--- config.mk ---
export PLATFORM = sky130hd
export DESIGN_NAME = lsu_mem_access
export DESIGN_NICKNAME = d
export VERILOG_FILES = /design/src/rtl/mem_pkg.sv /design/src/rtl/lsu_align.sv /design/src/rtl/lsu_mem_access.sv
export SDC_FILE = /design/constraint.sdc
export NUM_CORES = 1
export LEC_CHECK = 0
export CAP_MARGIN = 20
export CORE_MARGIN = 8
export CORE_UTILIZATION = 35
export DETAILED_ROUTE_END_ITERATION = 8
export MAX_ROUTING_LAYER = met4
export PLACE_DENSITY = 0.57
export SYNTH_ARGS = -nofsm -noshare
export SYNTH_HDL_FRONTEND = slang
export SYNTH_SLANG_ARGS = --single-unit
--- constraint.sdc ---
create_clock -name clk -period 3.8 [get_ports clk]
set_input_delay 0.38 -clock clk [delete_from_list [all_inputs] [get_ports clk]]
set_output_delay 0.38 -clock clk [all_outputs]
set_load 0.01 [all_outputs]
--- src/rtl/mem_pkg.sv ---
// mem_pkg: shared definitions for the load/store unit.
//   - funct3 encodings for RV64 loads and stores
//   - lsu_state_t, the load/store FSM state encoding
//   - size_bytes(), access size in bytes from the low funct3 bits
package mem_pkg;

    localparam logic [2:0] F3_B  = 3'b000;
    localparam logic [2:0] F3_H  = 3'b001;
    localparam logic [2:0] F3_W  = 3'b010;
    localparam logic [2:0] F3_D  = 3'b011;
    localparam logic [2:0] F3_BU = 3'b100;
    localparam logic [2:0] F3_HU = 3'b101;
    localparam logic [2:0] F3_WU = 3'b110;

    typedef enum logic [1:0] {
        S_IDLE  = 2'd0,
        S_READ  = 2'd1,
        S_WRITE = 2'd2,
        S_RESP  = 2'd3
    } lsu_state_t;

    // funct3[1:0] encodes the access size for both signed and unsigned forms.
    function automatic logic [3:0] size_bytes(input logic [1:0] size_code);
        case (size_code)
            2'b00:   return 4'd1;
            2'b01:   return 4'd2;
            2'b10:   return 4'd4;
            default: return 4'd8;
        endcase
    endfunction

endpackage

--- src/rtl/lsu_align.sv ---
// lsu_align: combinational byte-lane alignment for the load/store unit.
//   word        in  64  doubleword read from RAM
//   wdata       in  64  right-aligned store data
//   offset      in  3   byte offset within the doubleword (addr[2:0])
//   funct3      in  3   RV64 load/store funct3
//   load_data   out 64  extracted and sign/zero-extended load result
//   merged_word out 64  word with the stored bytes replaced by wdata
module lsu_align
    import mem_pkg::*;
(
    input  logic [63:0] word,
    input  logic [63:0] wdata,
    input  logic [2:0]  offset,
    input  logic [2:0]  funct3,
    output logic [63:0] load_data,
    output logic [63:0] merged_word
);

    logic [63:0] shifted_word;
    logic [63:0] shifted_wdata;
    logic [3:0]  size;
    logic [3:0]  end_byte;

    assign shifted_word  = word >> {offset, 3'b000};
    assign shifted_wdata = wdata << {offset, 3'b000};
    assign size          = size_bytes(funct3[1:0]);
    // One past the last byte written; at most 7 + 8 = 15, fits in 4 bits.
    assign end_byte      = {1'b0, offset} + size;

    always_comb begin
        load_data = '0;
        case (funct3)
            F3_B:    load_data = {{56{shifted_word[7]}},  shifted_word[7:0]};
            F3_H:    load_data = {{48{shifted_word[15]}}, shifted_word[15:0]};
            F3_W:    load_data = {{32{shifted_word[31]}}, shifted_word[31:0]};
            F3_D:    load_data = shifted_word;
            F3_BU:   load_data = {56'd0, shifted_word[7:0]};
            F3_HU:   load_data = {48'd0, shifted_word[15:0]};
            F3_WU:   load_data = {32'd0, shifted_word[31:0]};
            default: load_data = '0;
        endcase
    end

    // Per-byte select: bytes inside [offset, offset+size) take the shifted
    // store data, everything else keeps the old RAM contents.
    generate
        for (genvar gi = 0; gi < 8; gi++) begin : g_byte
            logic hit;
            assign hit = (4'(gi) >= {1'b0, offset}) && (4'(gi) < end_byte);
            assign merged_word[8*gi +: 8] = hit ? shifted_wdata[8*gi +: 8]
                                                : word[8*gi +: 8];
        end
    endgenerate

endmodule

--- src/rtl/lsu_mem_access.sv ---
// lsu_mem_access: RV64 load/store unit between the MEM stage and a 64-bit
// data RAM. One request at a time; sub-doubleword stores are done as
// read-modify-write so the RAM only sees full doubleword writes.
//   clk        in  1       rising-edge clock
//   rst        in  1       asynchronous active-low reset
//   req_valid  in  1       request present
//   req_ready  out 1       high in IDLE only
//   req_we     in  1       1 = store, 0 = load
//   req_funct3 in  3       RV64 load/store funct3
//   req_addr   in  ADDR_W  byte address
//   req_wdata  in  64      right-aligned store data
//   rsp_valid  out 1       response available (RESP state)
//   rsp_ready  in  1       consumer takes the response
//   rsp_rdata  out 64      extended load data; 0 for stores and errors
//   rsp_err    out 1       misaligned access or illegal funct3
//   ram_we     out 1       doubleword write strobe
//   ram_addr   out ADDR_W  doubleword-aligned RAM address
//   ram_wdata  out 64      full merged doubleword
//   ram_rdata  in  64      combinational RAM read data of ram_addr
module lsu_mem_access
    import mem_pkg::*;
#(
    parameter int ADDR_W = 11
) (
    input  logic              clk,
    input  logic              rst,
    input  logic              req_valid,
    output logic              req_ready,
    input  logic              req_we,
    input  logic [2:0]        req_funct3,
    input  logic [ADDR_W-1:0] req_addr,
    input  logic [63:0]       req_wdata,
    output logic              rsp_valid,
    input  logic              rsp_ready,
    output logic [63:0]       rsp_rdata,
    output logic              rsp_err,
    output logic              ram_we,
    output logic [ADDR_W-1:0] ram_addr,
    output logic [63:0]       ram_wdata,
    input  logic [63:0]       ram_rdata
);

    lsu_state_t        state_reg;
    logic              we_reg;
    logic [2:0]        funct3_reg;
    logic [ADDR_W-1:0] addr_reg;
    logic [63:0]       wdata_reg;
    logic [63:0]       word_reg;
    logic              err_reg;

    logic              req_illegal;
    logic              req_misaligned;
    logic              req_bad;
    logic [63:0]       load_data;
    logic [63:0]       merged_word;

    // Request decode, evaluated on the incoming request in IDLE.
    always_comb begin
        req_illegal = req_we ? req_funct3[2] : (req_funct3 == 3'b111);
        case (req_funct3[1:0])
            2'b01:   req_misaligned = req_addr[0];
            2'b10:   req_misaligned = |req_addr[1:0];
            2'b11:   req_misaligned = |req_addr[2:0];
            default: req_misaligned = 1'b0;
        endcase
    end

    assign req_bad = req_illegal || req_misaligned;

    lsu_align u_align (
        .word        (word_reg),
        .wdata       (wdata_reg),
        .offset      (addr_reg[2:0]),
        .funct3      (funct3_reg),
        .load_data   (load_data),
        .merged_word (merged_word)
    );

    always_ff @(posedge clk or negedge rst) begin
        if (!rst) begin
            state_reg  <= S_IDLE;
            we_reg     <= 1'b0;
            funct3_reg <= '0;
            addr_reg   <= '0;
            wdata_reg  <= '0;
            word_reg   <= '0;
            err_reg    <= 1'b0;
        end else begin
            case (state_reg)
                S_IDLE: begin
                    if (req_valid) begin
                        we_reg     <= req_we;
                        funct3_reg <= req_funct3;
                        addr_reg   <= req_addr;
                        wdata_reg  <= req_wdata;
                        err_reg    <= req_bad;
                        if (req_bad)
                            state_reg <= S_RESP;
                        else if (req_we && req_funct3 == F3_D)
                            state_reg <= S_WRITE;   // full doubleword, no read needed
                        else
                            state_reg <= S_READ;
                    end
                end
                S_READ: begin
                    word_reg  <= ram_rdata;
                    state_reg <= we_reg ? S_WRITE : S_RESP;
                end
                S_WRITE: begin
                    state_reg <= S_RESP;
                end
                S_RESP: begin
                    if (rsp_ready)
                        state_reg <= S_IDLE;
                end
                default: state_reg <= S_IDLE;
            endcase
        end
    end

    // All outputs decode from registered state and latched fields, so they
    // are glitch-free and hold steady for the whole RESP state. Decoding
    // ram_we from state means an async reset in WRITE drops it immediately.
    assign req_ready = (state_reg == S_IDLE);
    assign rsp_valid = (state_reg == S_RESP);
    assign rsp_err   = (state_reg == S_RESP) && err_reg;
    assign rsp_rdata = (state_reg == S_RESP && !err_reg && !we_reg) ? load_data : 64'd0;
    assign ram_we    = (state_reg == S_WRITE);
    assign ram_addr  = {addr_reg[ADDR_W-1:3], 3'b000};
    assign ram_wdata = (funct3_reg == F3_D) ? wdata_reg : merged_word;

endmodule

==> impl_metrics.json, run 1 <==
{
  "avgSynthCellArea_um2": 9.82,
  "irDropWorstVdd_mv": 0.744,
  "ff_latch_area_mm2": 0.00366,
  "netlist_area_mm2": 0.0110,
  "endpoint_kind": "output port",
  "max_freq_mhz": 265,
  "grt_pass1_vias": 10400,
  "synth_ff_type": "dfrtp_1",
  "synth-simple-area-share_pct": 10.3,
  "synth_top_family_by_area": "multiplexers",
  "yosysMostFrequentCell": "mux2_2",
  "synthAdderAreaFrac_pct": 0.982,
  "drt-pass1-iter-count": 5,
  "vias": 10300,
  "numClockSinks": 146,
  "synthTopCellsByArea": "dfrtp_1, mux2_2, mux2i_1",
  "synth_mux_area_share_pct": 33.8,
  "synth.top_cell.area_share_pct": 33.3,
  "dp_hpwl_um": 36500,
  "cp_cell_sequence": "ha_2, fa_2, nor2_1, nor3b_1, a211oi_1, a21oi_2, buf_4, mux2i_1, clkdlybuf4s50_1",
  "slowest_delay_ns": 0.60,
  "status": "finished clean",
  "grt_max_degree": 79,
  "path_delay_family": "adder cells",
  "period_needed_ns": 3.77,
  "worstSkewPairLatency_ns": 0.44,
  "htree_num_levels": 4,
  "cp_max_fo": 5,
  "path_class": "register to output port",
  "ys_seq_area_share_pct": 33.3,
  "fin_skew_ns": 0.0145,
  "ant_nets": 0,
  "die_height_um": 193,
  "clkSlewWorstSetupHoldPaths_ns": 0.08,
  "slew_headroom_pct": 37.4,
  "slew_viol_final": 0,
  "async_flop_share_pct": 100,
  "tns_ns": 0,
  "wl_per_cell_um": 26.9,
  "yosysTopAreaCell": "dfrtp_1",
  "start_kind": "register",
  "tightest_slew_ns": 0.938,
  "finalHoldViolCount": 0,
  "start_util_pct": 35.1,
  "multi_input_area_mm2": 0.00689,
  "grt_pass1_wl_um": 69900,
  "crit_buf_inv": 2,
  "synth_warnings": 0,
  "antenna_found_initial": 0,
  "powerDensity_mw_per_mm2": 1200,
  "drive_gt1_share_pct": 25.8,
  "viasPerCell": 5.71,
  "floorplan.rows": 65,
  "yosysUniqueCellTypes": 64,
  "maxCapViolations": 0,
  "post-route-period-util_pct": 99.3,
  "final_cells": 1807,
  "syn_to_final_growth_pct": 39.7,
  "numCtsBuffers": 17,
  "n_fill_cell": 2988,
  "netlist_instances": 1116,
  "diodes": 0,
  "crit_arrival_ns": 3.39,
  "synth_edf_count": 0,
  "core_area_mm2": 0.0312,
  "cts-root-buf": "clkbuf_16",
  "top_level_ports": 290,
  "p_leak_nw": 6.64,
  "cts_tree": "built",
  "drt-total-wl_um": 48700,
  "min_path_type": "primary input to async pin",
  "place_inst": 1771,
  "track_usage_pct": 26.4,
  "drtIter0Drc": 753,
  "ys_ff_latch": 146,
  "drc": 0,
  "cp_slowest_cell": "fa_2",
  "rsz0062_at_grt": "true",
  "place_congestion": 0.957,
  "setup-violations-final": 0,
  "synth_compound_area_share_pct": 16.4,
  "synthXorXnorAreaFrac_pct": 0.0799,
  "whs_ns": 0.503,
  "clk_path_buf_depth": 2,
  "portBuffers": 286,
  "critical_path_required_ns": 3.42,
  "nNetsFinal": 1547,
  "grt-ovfl-total": 0,
  "die_w_um": 193,
  "die_area_mm2": 0.0372,
  "yosys-top-cells-count": "mux2_2, dfrtp_1, nand2_1, mux2i_1, a21oi_1"
}
==> layout make-up <==
| type | instances | area share (%) |
|---|---|---|
| sequential | 146 | 23.9 |
| inverter | 9 | 0.221 |
| timing repair buffer | 357 | 23.7 |
| multi-input combinational | 861 | 45.0 |
| clock buffer | 19 | 2.96 |
| tap | 402 | 3.29 |
| clock inverter | 13 | 0.924 |
==> worst register-to-register path, stage by stage, from the launching register on <==
cell	delay (ns)
dfrtp_1	0.41
inv_1	0.08
ha_1	0.30
nand2_4	0.42
buf_12	0.34
mux2_2	0.45
==> power breakdown <==
group / leakage [nW] / internal [mW] / switching, mW
clock network: 0.282 / 0.959 / 0.812
logic: 4.64 / 6.34 / 6.35
registers: 1.72 / 2.36 / 1.55
total: 6.64 / 9.66 / 8.72
==> through the flow <==
| stage | total power, mW | setup WS [ns] | utilization [%] | cell area [um2] |
|---|---|---|---|---|
| global placement | 16.4 | 0.181 | 46.3 | 14500 |
| floorplan | 10.5 | 0.706 | - | 11000 |
| CTS | 18.3 | 0.00135 | 48.6 | 15200 |
| detailed placement | 16.4 | 0.215 | 46.3 | 14500 |
| finish | 18.4 | 0.0272 | 49.0 | 15300 |
| global route | 19.3 | -0.0242 | 49.0 | 15300 |
==> what timing repair did <==
item / 4_1_cts / 5_1_grt
setup buffers: 1 / 1
hold buffers: 1 / 0
setup endpoints to repair: 90 / 91
gates cloned: 1 / 0
pin swaps: 3 / 1
resized for setup: 36 / 46
hold endpoints to repair: 9 / 0
==> layout by cell type, fill, tap and decap left out, types with 17 or more instances in the layout <==
master / netlist / layout
a211oi_1: 28 / 24
a21oi_1: 69 / 69
buf_4: 13 / 59
clkbuf_16: 0 / 17
clkdlybuf4s50_1: 0 / 231
dfrtp_1: 146 / 143
dlygate4sd2_1: 0 / 18
dlymetal6s2s_1: 0 / 36
mux2_2: 180 / 180
mux2i_1: 122 / 119
nand2_1: 140 / 139
nor2_1: 51 / 51
o21ai_0: 59 / 57
==> cells by family (layout without fill, tap and decap cells) <==
logic type | Yosys count | count (layout)
simple gates | 256 | 256
buf+inv | 111 | 398
other cells | 1 | 3
fa+ha+maj | 8 | 8
flops | 146 | 146
compound gates | 268 | 268
mux | 325 | 325
xor+xnor | 1 | 1
==> routing by layer <==
layer	track usage (%)	share of wire [%]	up-vias	routed length, um
li1	-	-	4655	-
met1	33.7	44	5170	21200
met2	42.0	47	408	22900
met3	3.71	5.2	92	2510
met4	11.0	4.2	0	2070
met5	-	0	-	0
==> worst paths after layout <==
| kind | start | cells after the start | endpoint | slack (ns) |
|---|---|---|---|---|
| hold / removal | rst | 2 | addr_reg[10] | 0.50 |
| max in group asynchronous | rst | 3 | addr_reg[0] | 2.37 |
| hold reg to reg | addr_reg[9] | 1 | addr_reg[9] | 0.51 |
| setup / recovery | addr_reg[0] | 9 | ram_wdata[34] | 0.03 |
| setup reg to reg | state_reg[0] | 5 | wdata_reg[20] | 1.68 |
| min in group clk | addr_reg[9] | 1 | addr_reg[9] | 0.51 |
Power figures use the tool's default switching activity.
==> inputs of run 2 (changes only) <==
--- a/config.mk
+++ b/config.mk
@@ -11,6 +11,7 @@
 export DETAILED_ROUTE_END_ITERATION = 8
 export MAX_ROUTING_LAYER = met4
 export PLACE_DENSITY = 0.57
+export SETUP_SLACK_MARGIN = 0.02
 export SYNTH_ARGS = -nofsm -noshare
 export SYNTH_HDL_FRONTEND = slang
 export SYNTH_SLANG_ARGS = --single-unit
==> run 2 against run 1 <==
Wire length rose by 1.1%. Maximum frequency is 1.4% higher. Critical path type unchanged. Largest power group unchanged. Highest routed layer unchanged. Core utilization increased by 0.43 points. Global-route usage about the same. Power is 1.2% higher. Non-clock buffer count rose by 7. Critical path depth did not move. Combinational power barely moved. Critical endpoint is now ram_wdata[4]. First-iteration DRC count increased by 3.9%. Register-to-register slack barely moved.
==> impl_metrics.json, run 2 (synthesized netlist as in run 1, its figures left out) <==
{
  "grt_max_degree": 79,
  "place_inst": 1771,
  "p_leak_nw": 6.69,
  "fin_skew_ns": 0.0186,
  "tns_ns": 0,
  "finalHoldViolCount": 0,
  "drt-pass1-iter-count": 5,
  "dp_hpwl_um": 36500,
  "grt_pass1_wl_um": 70000,
  "powerDensity_mw_per_mm2": 1200,
  "rsz0062_at_grt": "false",
  "core_area_mm2": 0.0312,
  "slew_viol_final": 0,
  "die_height_um": 193,
  "irDropWorstVdd_mv": 0.748,
  "drive_gt1_share_pct": 26.9,
  "grt-ovfl-total": 0,
  "path_class": "register to output port",
  "die_w_um": 193,
  "cp_max_fo": 8,
  "start_util_pct": 35.1,
  "post-route-period-util_pct": 97.9,
  "drc": 0,
  "floorplan.rows": 65,
  "n_fill_cell": 2974,
  "start_kind": "register",
  "clkSlewWorstSetupHoldPaths_ns": 0.08,
  "worstSkewPairLatency_ns": 0.44,
  "vias": 10400,
  "setup-violations-final": 0,
  "syn_to_final_growth_pct": 40.9,
  "htree_num_levels": 4,
  "ant_nets": 0,
  "min_path_type": "primary input to async pin",
  "wl_per_cell_um": 27.1,
  "place_congestion": 0.957,
  "cts-root-buf": "clkbuf_16",
  "drtIter0Drc": 782,
  "cts_tree": "built",
  "max_freq_mhz": 269,
  "period_needed_ns": 3.72,
  "portBuffers": 286,
  "status": "finished clean",
  "layout_commonest_cell": "clkdlybuf4s50_1",
  "numCtsBuffers": 17,
  "antenna_found_initial": 0,
  "crit_arrival_ns": 3.34,
  "final_cell_mix": "clkdlybuf4s50_1, mux2_2, dfrtp_1",
  "viasPerCell": 5.73,
  "grt_pass1_vias": 10400,
  "numClockSinks": 146,
  "slew_headroom_pct": 36.8,
  "track_usage_pct": 26.5,
  "top_level_ports": 290,
  "diodes": 0,
  "final_cells": 1814,
  "nNetsFinal": 1554,
  "die_area_mm2": 0.0372,
  "clk_path_buf_depth": 2,
  "drt-total-wl_um": 49200,
  "endpoint_kind": "output port",
  "tightest_slew_ns": 0.949,
  "maxCapViolations": 0,
  "critical_path_required_ns": 3.42
}
## run 2: final cells by class
class,instances,area [um2],area share [%]
clock buffer,19,453,2.93
clock inverter,13,141,0.915
inverter,9,33.8,0.219
multi-input combinational,861,6940,44.9
sequential,146,3660,23.7
tap,402,503,3.26
timing repair buffer,364,3710,24.0
## run 2: timing repair
| item | in CTS | in global routing |
|---|---|---|
| endpoints found under the setup margin | 96 | 88 |
| buffers inserted | 1 | 7 |
| hold buffers | 1 | 0 |
| pin swaps | 3 | 4 |
| resized for setup | 42 | 59 |
| cloned | 1 | 1 |
| hold endpoints to repair | 9 | 0 |
## run 2: layer usage
metal  global-route usage, %  routed length [um]  part of all wire [%]  vias up
met5                       -                   0                     0        -
met4                    10.6                1950                   4.0        0
met1                    33.8               21400                    43     5229
met2                    42.1               23200                    47      425
met3                    3.67                2720                   5.5       83
li1                        -                   -                     -     4658
## run 2: path summary, 6_finish.rpt
path | start | end | slack [ns] | depth (start not counted)
max in group asynchronous | rst | addr_reg[0] | 2.37 | 3
worst max-delay path | addr_reg[0] | ram_wdata[4] | 0.08 | 9
worst min register to register | addr_reg[9] | addr_reg[9] | 0.51 | 1
worst max register to register | state_reg[0] | wdata_reg[19] | 1.68 | 5
worst min-delay path | rst | addr_reg[10] | 0.50 | 2
min in group clk | addr_reg[9] | addr_reg[9] | 0.51 | 1
## run 2: metrics by stage
stage | utilization, % | total power [mW] | area [um2] | hold WS, ns | setup slack (ns)
floorplan | - | 10.5 | 11000 | 0.0844 | 0.706
global placement | 46.3 | 16.4 | 14500 | 0.449 | 0.181
detailed placement | 46.3 | 16.4 | 14500 | 0.446 | 0.215
CTS | 48.6 | 18.3 | 15200 | 0.511 | 0.0172
global route | 49.5 | 19.5 | 15400 | 0.531 | 0.0169
finish | 49.5 | 18.6 | 15400 | 0.503 | 0.0806
## run 2: critical path, stage by stage (launching register included)
cell and delay (ns):
dfrtp_4 0.51, ha_2 0.20, fa_2 0.38, xor2_1 0.17
or2_4 0.27, or4_4 0.43, a21oi_4 0.19, buf_12 0.16
mux2_4 0.30, dlygate4sd2_1 0.28
## run 2: power breakdown
group,switching (mW),internal [mW]
Clock,0.808,0.959
Sequential,1.56,2.36
Combinational,6.46,6.45
Total,8.83,9.78
